### config.mk
export PLATFORM = sky130hd
export DESIGN_NAME = immediate_generator
export DESIGN_NICKNAME = d
export VERILOG_FILES = /design/src/rtl/immediate_generator.sv
export SDC_FILE = /design/constraint.sdc
export NUM_CORES = 1
export LEC_CHECK = 0
export BUFFER_PORTS_ARGS = -buffer_cell sky130_fd_sc_hd__buf_2
export CAP_MARGIN = 20
export CORE_MARGIN = 2
export CORE_UTILIZATION = 43
export DETAILED_ROUTE_END_ITERATION = 10
export PLACE_DENSITY = 0.79
export SYNTH_ARGS = -nofsm -noshare
export SYNTH_HDL_FRONTEND = slang
export SYNTH_SLANG_ARGS = --single-unit
### constraint.sdc
create_clock -name clk -period 2.5 [get_ports clk]
set_input_delay 0.5 -clock clk [delete_from_list [all_inputs] [get_ports clk]]
set_output_delay 0.5 -clock clk [all_outputs]
set_load 0.1 [all_outputs]
### src/rtl/immediate_generator.sv
// RV32I immediate extension for the decode stage.
// Produces the 32-bit operand combinationally from the right-aligned raw
// immediate field and the opcode, plus a one-stage registered copy for
// pipelined consumers.
module immediate_generator (
    input  logic        clk,
    input  logic        reset,
    input  logic [31:0] imm,
    input  logic [6:0]  opcode,
    input  logic        in_valid,
    output logic [31:0] ex_imm,
    output logic [2:0]  imm_fmt,
    output logic [31:0] ex_imm_q,
    output logic [2:0]  imm_fmt_q,
    output logic        out_valid
);

    typedef enum logic [2:0] {
        FMT_NONE = 3'd0,
        FMT_I    = 3'd1,
        FMT_S    = 3'd2,
        FMT_B    = 3'd3,
        FMT_U    = 3'd4,
        FMT_J    = 3'd5
    } fmt_e;

    localparam logic [6:0] OP_LOAD   = 7'b0000011;
    localparam logic [6:0] OP_ITYPE  = 7'b0010011;
    localparam logic [6:0] OP_JALR   = 7'b1100111;
    localparam logic [6:0] OP_FENCE  = 7'b0001111;
    localparam logic [6:0] OP_ENV    = 7'b1110011;
    localparam logic [6:0] OP_STORE  = 7'b0100011;
    localparam logic [6:0] OP_BRANCH = 7'b1100011;
    localparam logic [6:0] OP_LUI    = 7'b0110111;
    localparam logic [6:0] OP_AUIPC  = 7'b0010111;
    localparam logic [6:0] OP_JAL    = 7'b1101111;

    fmt_e fmt;

    // Decode the opcode into an immediate format; anything unlisted is NONE.
    always_comb begin
        // NOTE: every always_comb output gets a default before the case so no
        // path leaves it unassigned (which would infer a latch); an X or
        // unlisted opcode also lands on this default, keeping X off ex_imm.
        fmt = FMT_NONE;
        case (opcode)
            OP_LOAD, OP_ITYPE, OP_JALR, OP_FENCE, OP_ENV: fmt = FMT_I;
            OP_STORE:                                     fmt = FMT_S;
            OP_BRANCH:                                    fmt = FMT_B;
            OP_LUI, OP_AUIPC:                             fmt = FMT_U;
            OP_JAL:                                       fmt = FMT_J;
            default:                                      fmt = FMT_NONE;
        endcase
    end

    // Extend the raw field according to the decoded format; bits above the
    // used field never reach the result.
    always_comb begin
        ex_imm = 32'h0000_0000;
        case (fmt)
            FMT_I, FMT_S: ex_imm = {{20{imm[11]}}, imm[11:0]};
            FMT_B:        ex_imm = {{19{imm[12]}}, imm[12:0]};
            FMT_U:        ex_imm = {imm[19:0], 12'h000};
            FMT_J:        ex_imm = {{11{imm[20]}}, imm[20:0]};
            default:      ex_imm = 32'h0000_0000;
        endcase
    end

    assign imm_fmt = fmt;

    // Pipeline register: capture on in_valid, hold otherwise; reset wins.
    always_ff @(posedge clk) begin
        // NOTE: state updates use non-blocking assignment so every register
        // samples pre-edge values regardless of statement order.
        if (reset) begin
            ex_imm_q  <= 32'h0000_0000;
            imm_fmt_q <= FMT_NONE;
            out_valid <= 1'b0;
        end else begin
            if (in_valid) begin
                ex_imm_q  <= ex_imm;
                imm_fmt_q <= fmt;
            end
            out_valid <= in_valid;
        end
    end

endmodule

==> reports/results.txt <==
Worst vdd ir: 282 uV
Final Net Count: 368
Crit path max fanout: 19
Critical-path cell list: buf_8 -> nand4b_1 -> o41a_1 -> a221o_2 -> buf_12 -> nand2_2 -> buf_12
Setup violators final: 20
Failing checks: setup timing
WL/cell: 19.6 microns
Min Clock Period, post-route: 2580 ps
Syn-to-layout area delta: 87.1%
Die footprint: 4840 sq um
Fmax: 388 MHz
Most common cell on crit path: buf_12
Met3 GRT Util: 5.67%
Hold Slack: 471 ps
H-tree depth: 2
RR Endpoint: ex_imm_q[4]$_SDFFE_PP0P_
GPL Wtd Cong: 0.836
R2R setup slack: 1700 ps
Post-synth EDFFs: 0
Crit path buf inv count: 3
Gr usage total: 27.1%
TNS Setup: -1090 ps
Worst clock skew: 0 ps
Global-route wire length before repair: 10600 microns
CTS tree: built
CP startpoint: opcode[4]
Hold depth: 2
Pre-Repair DR Iteration Count: 4
Clock sinks: 36
Antenna Violating Nets Remaining: 0
Crit path DAT: 2080 ps
CP max stage cell: a221o_2
Worst r2r path cells: 2
Clk Latency, worst-skew pair: 290 ps
Worst Hold Launch: imm[6]
Syn nets: 255
Grt peak-use layer: met2
Register area share after synthesis: 39.0%
WHS Endpoint: ex_imm_q[6]$_SDFFE_PP0P_
I/O pin count: 113
Num CTS Buffers: 5
Final Max Tran Viols: 0
GRT overflow: 0
Die H: 69.5 microns
Cell row count: 23
Met2 Use GR: 46.9%
Top FF cell, synth: dfxtp_1
Power Dens Cells: 462 nW/um^2
Hpwl dp: 4900 microns
Root Driver: clkbuf_8
Core area: 4060 sq um
Fin worst setup slack: -75.6 ps
DR iter-0 viols: 205
GRT met1 Usage: 32.9%
Critical path's top delay family: compound AO/OA/AOI/OAI gates
Layout cells sized above 1: 59.6%
Max_cap viols: 0
Via density: 5.97
Ys async rst share: 0%
CP max stage delay: 410 ps
Vias: 2251
Flops & latches, synth: 36
Overall Power: 1.60 mW
Antenna violations before repair: 0
Slew HR: 40.2%
Class of the worst hold path: in2reg
Starting Density: 45.5%
Fin. Hold Viols: 0
Netlist Area Pre-Place: 1850 sq um
Synth cell types: 33
CP required: 2000 ps
Finished Layout Cells: 377
CTS max path bufs: 2
Drc violations: 0
Mapped Cells: 213
Run status: finished with violations
Worst Tran Pin Value: 893 ps
Die width: 69.5 microns
N_diodes: 0
Synth warn: 0
Vias in the first global route: 2082
Drt total wl: 7390 microns
I/O Buffers: 101
RSZ-0062 raised after global routing: yes
Largest net degree at the start of global routing: 45
Crit end category: output port
Fin crit share: 103%
Placed Cells: 362
Leak Pwr: 1.67 nW
Worst setup SP type: primary input
Syn_area_per_cell: 8.67 sq um
Clk pin slew, worst setup/hold paths: 70 ps
Crit Path Category: in2out
# fillers: 188
RR Startpoint: ex_imm_q[4]$_SDFFE_PP0P_
==> power by group <==
group          internal, mW  switching [mW]  total (mW)  leakage (nW)
Sequential            0.595          0.0107       0.606         0.294
Clock                 0.225           0.207       0.431        0.0455
Combinational         0.160           0.401       0.561          1.33
Total                 0.980           0.618        1.60          1.67
==> worst max-delay path by stage <==
stage                             to  slack (ps)  cells past startpoint
after detailed placement  ex_imm[22]         -90                      7
after global placement    ex_imm[22]         -70                      7
after floorplan           ex_imm[14]        -140                      5
final                     ex_imm[19]         -80                      7
after CTS                 ex_imm[19]         -60                      7
after global routing      ex_imm[14]        -110                      7
==> metrics by stage <==
step	setup slack, ps	instance area, sq um	utilization [%]
6_report	-75.6	3460	85.2
5_1_grt	-111	3460	85.2
4_1_cts	-62.3	3350	82.6
3_5_place_dp	-87.8	3250	80.0
3_3_place_gp	-68.9	3250	80.0
2_1_floorplan	-136	2090	-
==> cells in the mapped netlist (all sizes together), types with 8 or more instances <==
cell type   n  area, sq um
a22oi       8         60.1
and2       12         75.1
clkbuf     19         71.3
a31o       12          105
dfxtp      36          721
nor2       16         60.1
a41oi      12          105
o21bai     12         90.1
and3       11         68.8
nand3      15         75.1
a311oi      8          120
nand2      22         82.6
==> state kept, by name, summed over array words and instances (netlist names) <==
name / flops
out_valid: 1
ex_imm_q: 32
imm_fmt_q: 3
==> layout by cell type (no fill, tap or decap), types with 8 or more instances in the layout <==
cell type,Yosys,routed
dfxtp_1,36,36
nand2_1,22,14
a41oi_1,12,12
and2_4,0,12
a22oi_1,8,8
buf_4,0,22
a31o_2,12,12
buf_12,0,37
nor2_1,16,13
nand3_4,0,12
o21bai_1,12,12
a311oi_2,8,8
and3_1,11,11
buf_2,2,66
==> cell families after synthesis <==
group	count (synthesis)	synth area share (%)
AOI/OAI and AO/OA	61	29.9
buffers and inverters	27	6.03
DFF	36	39.0
muxes	2	1.08
and+or+nand+nor	87	24.0
==> what timing repair did <==
action | 4_1_cts | 5_1_grt
hold buffers | 0 | 0
buffers inserted | 0 | 5
gates cloned | 0 | 2
gates resized for setup | 4 | 3
pin swaps | 2 | 2
endpoints found under the setup margin | 20 | 32
==> per-layer routing <==
layer / vias to the layer above / wire length, microns / share of wire [%]
li1: 1027 / - / -
met1: 1102 / 2920 / 40
met2: 103 / 3890 / 53
met3: 19 / 384 / 5.2
met4: 0 / 194 / 2.6
met5: - / 0 / 0
==> final cells by class <==
type	count	area [sq um]	area share, %
Tap cell	50	62.6	1.81
Multi-Input combinational cell	150	1250	36.3
Sequential cell	36	721	20.9
Timing Repair Buffer	129	1310	38.0
Inverter	4	15.0	0.434
Clock buffer	8	90.1	2.61
No activity file was read; power rests on OpenSTA's default activity.
